[config.mk]
export PLATFORM = sky130hd
export DESIGN_NAME = axis_bcd_scheduler
export DESIGN_NICKNAME = d
export VERILOG_FILES = /design/src/rtl/axis_bcd_scheduler_pkg.sv /design/src/rtl/axis_bcd_scheduler_bcd_shift_engine.sv /design/src/rtl/axis_bcd_scheduler.sv
export SDC_FILE = /design/constraint.sdc
export NUM_CORES = 1
export LEC_CHECK = 0
export BUFFER_PORTS_ARGS = -buffer_cell sky130_fd_sc_hd__buf_2
export CAP_MARGIN = 20
export CORE_ASPECT_RATIO = 1.75
export CORE_UTILIZATION = 40
export CTS_CLUSTER_SIZE = 16
export DETAILED_ROUTE_END_ITERATION = 7
export GPL_TIMING_DRIVEN = 0
export PLACE_DENSITY = 0.62
export SLEW_MARGIN = 15
export SYNTH_ARGS = -nofsm -noshare
export SYNTH_HDL_FRONTEND = slang
export SYNTH_SLANG_ARGS = --single-unit
[constraint.sdc]
create_clock -name clk -period 5.5 [get_ports clk]
set_input_delay 0 -clock clk [delete_from_list [all_inputs] [get_ports clk]]
set_output_delay 0 -clock clk [all_outputs]
set_load 0.1 [all_outputs]
[src/rtl/axis_bcd_scheduler_pkg.sv]
// Shared constants, FSM encoding and digit helper for the axis BCD scheduler.
package axis_bcd_scheduler_pkg;

  localparam int DATA_W_DEF = 16;
  localparam int DIGITS_DEF = 5;

  localparam logic [1:0] AX_X = 2'd0;
  localparam logic [1:0] AX_Y = 2'd1;
  localparam logic [1:0] AX_Z = 2'd2;

  typedef enum logic [2:0] {
    ST_IDLE,
    ST_CAPTURE,
    ST_LOAD,
    ST_SHIFT,
    ST_STORE,
    ST_WAIT_FRAME,
    ST_COMMIT
  } state_e;

  // Double-dabble correction applied to each digit before every shift.
  function automatic logic [3:0] dd_adj(input logic [3:0] d);
    return (d >= 4'd5) ? d + 4'd3 : d;
  endfunction

endpackage

[src/rtl/axis_bcd_scheduler_bcd_shift_engine.sv]
// Sequential double-dabble converter: load a magnitude, then one add-3/shift per step.
module bcd_shift_engine
  import axis_bcd_scheduler_pkg::*;
#(
  parameter int DATA_W = DATA_W_DEF,
  parameter int DIGITS = DIGITS_DEF
) (
  input  logic                  clk,
  input  logic                  rst,
  input  logic                  load_i,
  input  logic                  step_i,
  input  logic [DATA_W-1:0]     mag_i,
  output logic                  done_o,
  output logic [4*DIGITS-1:0]   bcd_o
);

  localparam int CNT_W = $clog2(DATA_W + 1);

  logic [4*DIGITS-1:0] bcd_q, bcd_d, bcd_adj;
  logic [DATA_W-1:0]   mag_q, mag_d;
  logic [CNT_W-1:0]    cnt_q, cnt_d;

  generate
    for (genvar gi = 0; gi < DIGITS; gi++) begin : g_adj
      assign bcd_adj[4*gi +: 4] = dd_adj(bcd_q[4*gi +: 4]);
    end
  endgenerate

  always_comb begin
    bcd_d = bcd_q;
    mag_d = mag_q;
    cnt_d = cnt_q;
    if (load_i) begin
      bcd_d = '0;
      mag_d = mag_i;
      cnt_d = CNT_W'(DATA_W);
    end else if (step_i && cnt_q != '0) begin
      {bcd_d, mag_d} = {bcd_adj[4*DIGITS-2:0], mag_q, 1'b0};
      cnt_d          = cnt_q - CNT_W'(1);
    end
  end

  always_ff @(posedge clk) begin
    if (rst) begin
      bcd_q <= '0;
      mag_q <= '0;
      cnt_q <= '0;
    end else begin
      bcd_q <= bcd_d;
      mag_q <= mag_d;
      cnt_q <= cnt_d;
    end
  end

  // Asserted during the final step so the FSM leaves SHIFT after exactly DATA_W cycles.
  assign done_o = (cnt_q == CNT_W'(1));
  assign bcd_o  = bcd_q;

endmodule

[src/rtl/axis_bcd_scheduler.sv]
// Time-multiplexes one BCD engine over X/Y/Z and publishes all three results
// together, optionally aligned to a frame boundary.
module axis_bcd_scheduler
  import axis_bcd_scheduler_pkg::*;
#(
  parameter int DATA_W        = DATA_W_DEF,
  parameter int DIGITS        = DIGITS_DEF,
  parameter int SYNC_TO_FRAME = 1
) (
  input  logic                     clk,
  input  logic                     rst,
  input  logic                     tick,
  input  logic signed [DATA_W-1:0] data_x,
  input  logic signed [DATA_W-1:0] data_y,
  input  logic signed [DATA_W-1:0] data_z,
  input  logic                     frame_start,
  output logic                     x_neg,
  output logic                     y_neg,
  output logic                     z_neg,
  output logic [4*DIGITS-1:0]      x_bcd,
  output logic [4*DIGITS-1:0]      y_bcd,
  output logic [4*DIGITS-1:0]      z_bcd,
  output logic                     commit,
  output logic                     busy,
  output logic [7:0]               dropped
);

  state_e                        state_q, state_d;
  logic                          pending_q, pending_d;
  logic [7:0]                    dropped_q, dropped_d;
  logic [1:0]                    axis_q, axis_d;
  logic                          neg_q, neg_d;
  logic [2:0][DATA_W-1:0]        snap_q, snap_d;
  logic [2:0]                    sh_neg_q, sh_neg_d, out_neg_q, out_neg_d;
  logic [2:0][4*DIGITS-1:0]      sh_bcd_q, sh_bcd_d, out_bcd_q, out_bcd_d;

  logic                          eng_load, eng_step, eng_done;
  logic [4*DIGITS-1:0]           eng_bcd;
  logic [DATA_W-1:0]             cur_sample;
  logic [DATA_W:0]               ext_sample, mag_full;

  // One extra bit so the most negative sample negates without overflow.
  assign cur_sample = snap_q[axis_q];
  assign ext_sample = {cur_sample[DATA_W-1], cur_sample};
  assign mag_full   = cur_sample[DATA_W-1] ? (~ext_sample + 1'b1) : ext_sample;

  bcd_shift_engine #(
    .DATA_W (DATA_W),
    .DIGITS (DIGITS)
  ) u_engine (
    .clk    (clk),
    .rst    (rst),
    .load_i (eng_load),
    .step_i (eng_step),
    .mag_i  (mag_full[DATA_W-1:0]),
    .done_o (eng_done),
    .bcd_o  (eng_bcd)
  );

  always_comb begin
    state_d   = state_q;
    pending_d = pending_q;
    dropped_d = dropped_q;
    axis_d    = axis_q;
    neg_d     = neg_q;
    snap_d    = snap_q;
    sh_neg_d  = sh_neg_q;
    sh_bcd_d  = sh_bcd_q;
    out_neg_d = out_neg_q;
    out_bcd_d = out_bcd_q;
    eng_load  = 1'b0;
    eng_step  = 1'b0;

    if (tick && state_q != ST_IDLE) begin
      if (!pending_q)               pending_d = 1'b1;
      else if (dropped_q != 8'hFF)  dropped_d = dropped_q + 8'd1;
    end

    case (state_q)
      ST_IDLE: begin
        if (tick || pending_q) begin
          state_d   = ST_CAPTURE;
          pending_d = 1'b0;
        end
      end
      ST_CAPTURE: begin
        snap_d  = {data_z, data_y, data_x};
        axis_d  = AX_X;
        state_d = ST_LOAD;
      end
      ST_LOAD: begin
        eng_load = 1'b1;
        neg_d    = cur_sample[DATA_W-1];
        state_d  = ST_SHIFT;
      end
      ST_SHIFT: begin
        eng_step = 1'b1;
        if (eng_done) state_d = ST_STORE;
      end
      ST_STORE: begin
        sh_neg_d[axis_q] = neg_q;
        sh_bcd_d[axis_q] = eng_bcd;
        if (axis_q < AX_Z) begin
          axis_d  = axis_q + 2'd1;
          state_d = ST_LOAD;
        end else begin
          state_d = (SYNC_TO_FRAME != 0) ? ST_WAIT_FRAME : ST_COMMIT;
        end
      end
      ST_WAIT_FRAME: begin
        if (frame_start) state_d = ST_COMMIT;
      end
      ST_COMMIT: state_d = ST_IDLE;
      default:   state_d = ST_IDLE;
    endcase

    // Load outputs on entry to COMMIT (Z shadow bypassed) so they appear with the pulse.
    if (state_d == ST_COMMIT && state_q != ST_COMMIT) begin
      out_neg_d = sh_neg_d;
      out_bcd_d = sh_bcd_d;
    end
  end

  always_ff @(posedge clk) begin
    if (rst) begin
      state_q   <= ST_IDLE;
      pending_q <= 1'b0;
      dropped_q <= '0;
      axis_q    <= AX_X;
      neg_q     <= 1'b0;
      snap_q    <= '0;
      sh_neg_q  <= '0;
      sh_bcd_q  <= '0;
      out_neg_q <= '0;
      out_bcd_q <= '0;
    end else begin
      state_q   <= state_d;
      pending_q <= pending_d;
      dropped_q <= dropped_d;
      axis_q    <= axis_d;
      neg_q     <= neg_d;
      snap_q    <= snap_d;
      sh_neg_q  <= sh_neg_d;
      sh_bcd_q  <= sh_bcd_d;
      out_neg_q <= out_neg_d;
      out_bcd_q <= out_bcd_d;
    end
  end

  assign x_neg   = out_neg_q[AX_X];
  assign y_neg   = out_neg_q[AX_Y];
  assign z_neg   = out_neg_q[AX_Z];
  assign x_bcd   = out_bcd_q[AX_X];
  assign y_bcd   = out_bcd_q[AX_Y];
  assign z_bcd   = out_bcd_q[AX_Z];
  assign commit  = (state_q == ST_COMMIT);
  assign busy    = (state_q != ST_IDLE);
  assign dropped = dropped_q;

endmodule

Word level (Yosys, flattened, before mapping):

Cells that the tools add are included.

* flip-flop bits (word level): 230
* bits of input ports: 52
* output and inout port bits: 73
* word-level logic and storage cells: 94

* add/subtract/negate cells: 9
* order comparisons: 8
* equal/unequal tests: 11
* multiplexer cells: 32
* bitwise operators: 1
* reduce and logical (&&, ||, !) cells: 13

Operator list (number)
* 2-to-1 mux 16 bit: 4
* bitwise mux 60 bit: 1
* 2-to-1 mux 60 bit: 1
* demux 20 bit (select 2 bit): 1
* binary-select mux 16 bit (select 2 bit): 1
* greater-or-equal comparator 4 x 3 -> 1 bit, second input constant: 5
* 2-to-1 mux 20 bit: 1
* 2-to-1 mux 3 bit: 6
* one-hot mux 3 bit (6 select lines): 1
* adder 16 x 1 -> 16 bit, second input constant: 1
* adder 4 x 2 -> 4 bit, second input constant: 4
* 2-to-1 mux 4 bit: 4
* inverter 16 bit: 1
* == test 3 bit, second input constant: 4
* 2-to-1 mux 5 bit: 2
* adder 8 x 1 -> 8 bit, second input constant: 1
* inequality test 8 bit, second input constant: 1
* == test 3 x 2 -> 1 bit, second input constant: 2
* 2-to-1 mux 1 bit: 6
* == test 5 x 1 -> 1 bit, second input constant: 1
* nonzero test 5 bit: 1
* subtractor 5 x 1 -> 5 bit, second input constant: 1
* logical AND 1 bit: 4
* one-hot mux 2 bit (2 select lines): 1
* other kinds (18): 19

Logic depth before layout (Yosys ltp):

* depth in word-level cells: 6
* gate-level depth with buffers: 11
* mapped depth without buffers: 10

Modules after synthesis:

A second synthesis with hierarchy kept.

* cell total of the unflattened synthesis: 1073
* area, all modules: 9673.0 µm²

By module, submodules not included
* axis_bcd_scheduler: times used 1, cells an instance 817, area each 7452.1 µm², seq. area each 3783.6 µm²
* bcd_shift_engine: times used 1, cells an instance 256, area each 2220.9 µm², seq. area each 820.8 µm²

Least setup slack after synthesis:

No wires, ideal clock.

* path kind: reg-to-reg
* start point: reg state_q[1]
* end point: reg dropped_q[5], in the netlist dropped[5]
* setup time: 0.071 ns
* arrival time: 2.275 ns
* data required time: 5.429 ns
* slack: 3.154 ns
* cell stages (with the launch flop): 8
* path buffers: 1
* period minus slack after synthesis: 2.346 ns
* cells stage by stage: dfxtp_1 -> buf_2 -> nor2_1 -> nand2_1 -> o2111a_1 -> nand4_1 -> or3_1 -> a21oi_1

* longest elaborated chain between the ends: 3

Ends and longest elaborated chain
* start, declared: RTL line axis_bcd_scheduler.sv:28 `state_e state_q, state_d;`
* start signal, assigned: RTL line axis_bcd_scheduler.sv:137 `state_q <= state_d;`
* nonzero test 3 bit
* named net busy: RTL line axis_bcd_scheduler.sv:24 `output logic busy,`
* logical AND 1 bit: RTL line axis_bcd_scheduler.sv:74 `if (tick && state_q != ST_IDLE) begin`
* AND reduction 3 bit (no line)
* end signal, assigned: RTL line axis_bcd_scheduler.sv:139 `dropped_q <= dropped_d;`
* end, declared: RTL line axis_bcd_scheduler.sv:30 `logic [7:0] dropped_q, dropped_d;`

The timed path passes the listed nets, and every way through them passes these cells.
A chain may end at the register's enable or synchronous reset.

Final worst setup path:

* start point: reg axis_q[1]
* end point: reg out_bcd_q, in the netlist x_bcd[11]

* longest elaborated chain between the ends: 6
* elaborated cells on any way between the ends: 12
* classes of those cells: order compare (3); eq/ne (1); mux (6); reduce/logical (2)

Ends and longest elaborated chain
* start, declared: RTL line axis_bcd_scheduler.sv:31 `logic [1:0] axis_q, axis_d;`
* start signal, assigned: RTL line axis_bcd_scheduler.sv:140 `axis_q <= axis_d;`
* less-than comparator 2 x 3 -> 1 bit (not written as such) / greater-or-equal comparator 2 x 1 -> 1 bit (equally long branches): RTL line axis_bcd_scheduler.sv:102 `sh_bcd_d[axis_q] = eng_bcd;`
* logical AND 1 bit (not written as such): RTL line axis_bcd_scheduler.sv:102
* 2-to-1 mux 20 bit (not written as such): RTL line axis_bcd_scheduler.sv:102
* demux 20 bit (select 2 bit): RTL line axis_bcd_scheduler.sv:102
* bitwise mux 60 bit: RTL line axis_bcd_scheduler.sv:102
* 2-to-1 mux 60 bit: RTL line axis_bcd_scheduler.sv:79 `case (state_q)`
* end signal, assigned: RTL line axis_bcd_scheduler.sv:146 `out_bcd_q <= out_bcd_d;`
* end, declared: RTL line axis_bcd_scheduler.sv:35 `logic [2:0][4*DIGITS-1:0] sh_bcd_q, sh_bcd_d, out_bcd_q, out_bcd_d;`

Several ways; a longest one is shown, not always the timed one.

==> impl_metrics.toml <==
[grt]
grt_pass1_vias = 8268
track_usage_pct = 21.8
grt_max_degree = 16
grt_antenna_before_repair = 0
grt_pass1_wl_um = 42200
grt_overflow = 0

[final_layout]
drive_above_1_share_pct = 15.4
num_antenna_cells = 0
syn_to_final_growth_pct = 23.7
stdcell_count = 1617
final_nets = 1368

[power_and_ir_drop]
ir_drop_mv = 0.232
p_per_area_nw_per_um2 = 328
p_leak_nw = 4.38
fin_total_pwr_mw = 3.86

[setup_path]
crit_family = "buffers and inverters"
path_cells = "buf_2, buf_1, inv_1, ha_1, and3_1, clkbuf_1, buf_4, mux2i_1, a211oi_1"
end_kind = "register"
worstSetupStartpointType = "register"
worst-setup-path-type = "reg2reg"
path_buf_inv = 5
reg2reg_depth = 9
crit_slowest_cell = "buf_1"
path_max_fanout = 10
arrival_ns = 2.93
critPathMaxStageDelay_ns = 0.45
cp_num_cells = 9
cp.required_ns = 5.87

[clock_network]
htree_levels = 1
cts_resized = 0
cts_hold_buf = 50
cts_tree = "yes"
clock_path_buffers = 3
clk-insertion-delay-late_ns = 0.50
cts_buffers = 22
path_clk_slew_ns = 0.06
post_cts_buffers = 0
root_buffer = "clkbuf_16"
cts.sinks = 230

[synthesis]
async_flop_share_pct = 0
dominantRegCellSynth = "dfxtp_1"
synth_top_cell_by_area = "dfxtp_1"
ys_seq_elements = 230
synth_edf_count = 0
syn_area_um2 = 9510
yosysTopAreaCellShare_pct = 48.4
syn_area_per_cell_um2 = 8.64
ys_seq_area_share_pct = 48.4
syn-num-nets = 1171
synthTopCellsByArea = "dfxtp_1, mux2i_1, nor2_1"
synth_cell_types = 50
yosys_warnings = 0
synth_cells = 1101

[die]
die-area_um2 = 24400
initial_core_util_pct = 40.8
pin_count = 125
core.rowCount = 74
die_x_um = 119
die_h_um = 206
fp.coreArea_um2 = 23300

[timing]
rsz0062_at_grt = "no"
finalClockSkew_ns = 0.00988
fin_crit_ns = 2.56
finalHoldViolCount = 0
max_slew.worst_pin.slew_ns = 0.855
fmax_mhz = 391
slew_viol_final = 0
setup_violations = 0
setup_ws_ns = 2.94
fin_tns_setup_ns = 0
min_period_over_period_pct = 46.6
relSlewSlack_pct = 43.0

[detailed_routing]
drtAntennaViolNets = 0
highest_layer = "met4"
first_pass_iters = 5
drtIter0Drc = 395
drt_drc_violations_left = 0
wl_per_cell_um = 16.2
vias = 8155
vias_per_cell = 5.04
routed-wl-met3_um = 767
met2_length_um = 14800
m1WireLength_um = 9700
wl_um = 26100

[worst_hold_path]
worstHoldPathCells = 4
hold_path.class = "in2reg"

[placed_design]
dp_cells = 1528
place_ws_ns = 2.96
dp_hpwl_um = 19100
place_congestion = 0.829
io_buffers = 123

[status]
status = "completed"

[flow_run]
max-cap-violations = 0
synthesized netlist by cell type, drive strengths merged (11+ instances only):
master,n
nor2,182
o21ai,28
nand3,11
ha,18
nand2,169
buf,32
dfxtp,230
clkbuf,58
xnor2,12
mux2i,81
o22ai,13
inv,18
xor2,14
a21oi,100
a211oi,69
power by group:
part	switching [mW]	leakage, nW	internal [mW]
Sequential	0.0366	1.86	1.73
Clock	0.661	0.366	0.937
Combinational	0.318	2.15	0.171
through the flow:
step	util (%)	area, µm²	hold WS, ns
after floorplan	-	9510	0.136
after global placement	45.0	10500	0.241
after detailed placement	45.0	10500	0.246
after CTS	50.4	11800	0.263
after global routing	50.4	11800	0.288
final	50.4	11800	0.277
worst paths after layout:
kind | startpoint | to | slack, ns
setup reg to reg | axis_q[1] | x_bcd[11] | 2.94
hold reg to reg | snap_q[38] | snap_q[38] | 0.45
setup / recovery | axis_q[1] | x_bcd[11] | 2.94
hold / removal | data_z[0] | snap_q[32] | 0.28
cell type report:
type                    instances  area (µm²)
clock inverters                11         144
well taps                     304         380
multi-input cells             763        4420
inverters                      18        67.6
repair buffers                173        1120
plain buffers                  90         419
clock buffers                  28         614
fillers                      2272       11600
flip-flops and latches        230        4600
sequential cells by signal, indices dropped and copies added, names as in the netlist:
signal          flops
axis_q              2
dropped             8
neg_q               1
out_neg_q           3
pending_q           1
sh_bcd_q           60
sh_neg_q            3
snap_q             48
state_q             3
u_engine.bcd_o     20
u_engine.cnt_q      5
u_engine.mag_q     16
x_bcd              20
y_bcd              20
z_bcd              20
cell usage in the layout, fill, tap and decap left out, drive strengths merged, types with 18 or more instances in the layout:
| cell type | n |
|---|---|
| ha | 18 |
| a21oi | 100 |
| nand2 | 169 |
| o21ai | 28 |
| dlygate4sd3 | 50 |
| inv | 19 |
| mux2i | 81 |
| nor2 | 182 |
| clkbuf | 86 |
| buf | 155 |
| a211oi | 69 |
| dfxtp | 230 |
kinds of logic (layout without fill, tap and decap cells):
kind of cell / after synthesis / count (layout) / share of synthesized area [%]
and+or+nand+nor: 406 / 406 / 17.6
AOI/OAI and AO/OA: 232 / 232 / 15.6
DFF: 230 / 230 / 48.4
buffers and inverters: 108 / 320 / 5.12
muxes: 81 / 81 / 8.53
xor gates and xnor gates: 26 / 26 / 2.39
adders and majority gates: 18 / 18 / 2.37
worst min-delay path, cell delays in order:
cell and delay (ns):
dlygate4sd3_1 0.53, buf_2 0.12, nand2_1 0.05, a21oi_1 0.05
routing by layer:
metal	GRT usage (%)	up-vias
li1	-	4140
met1	21.7	3791
met2	45.1	172
met3	2.10	52
met4	8.27	0
met5	0	-
No activity file was read; power rests on OpenSTA's default activity.
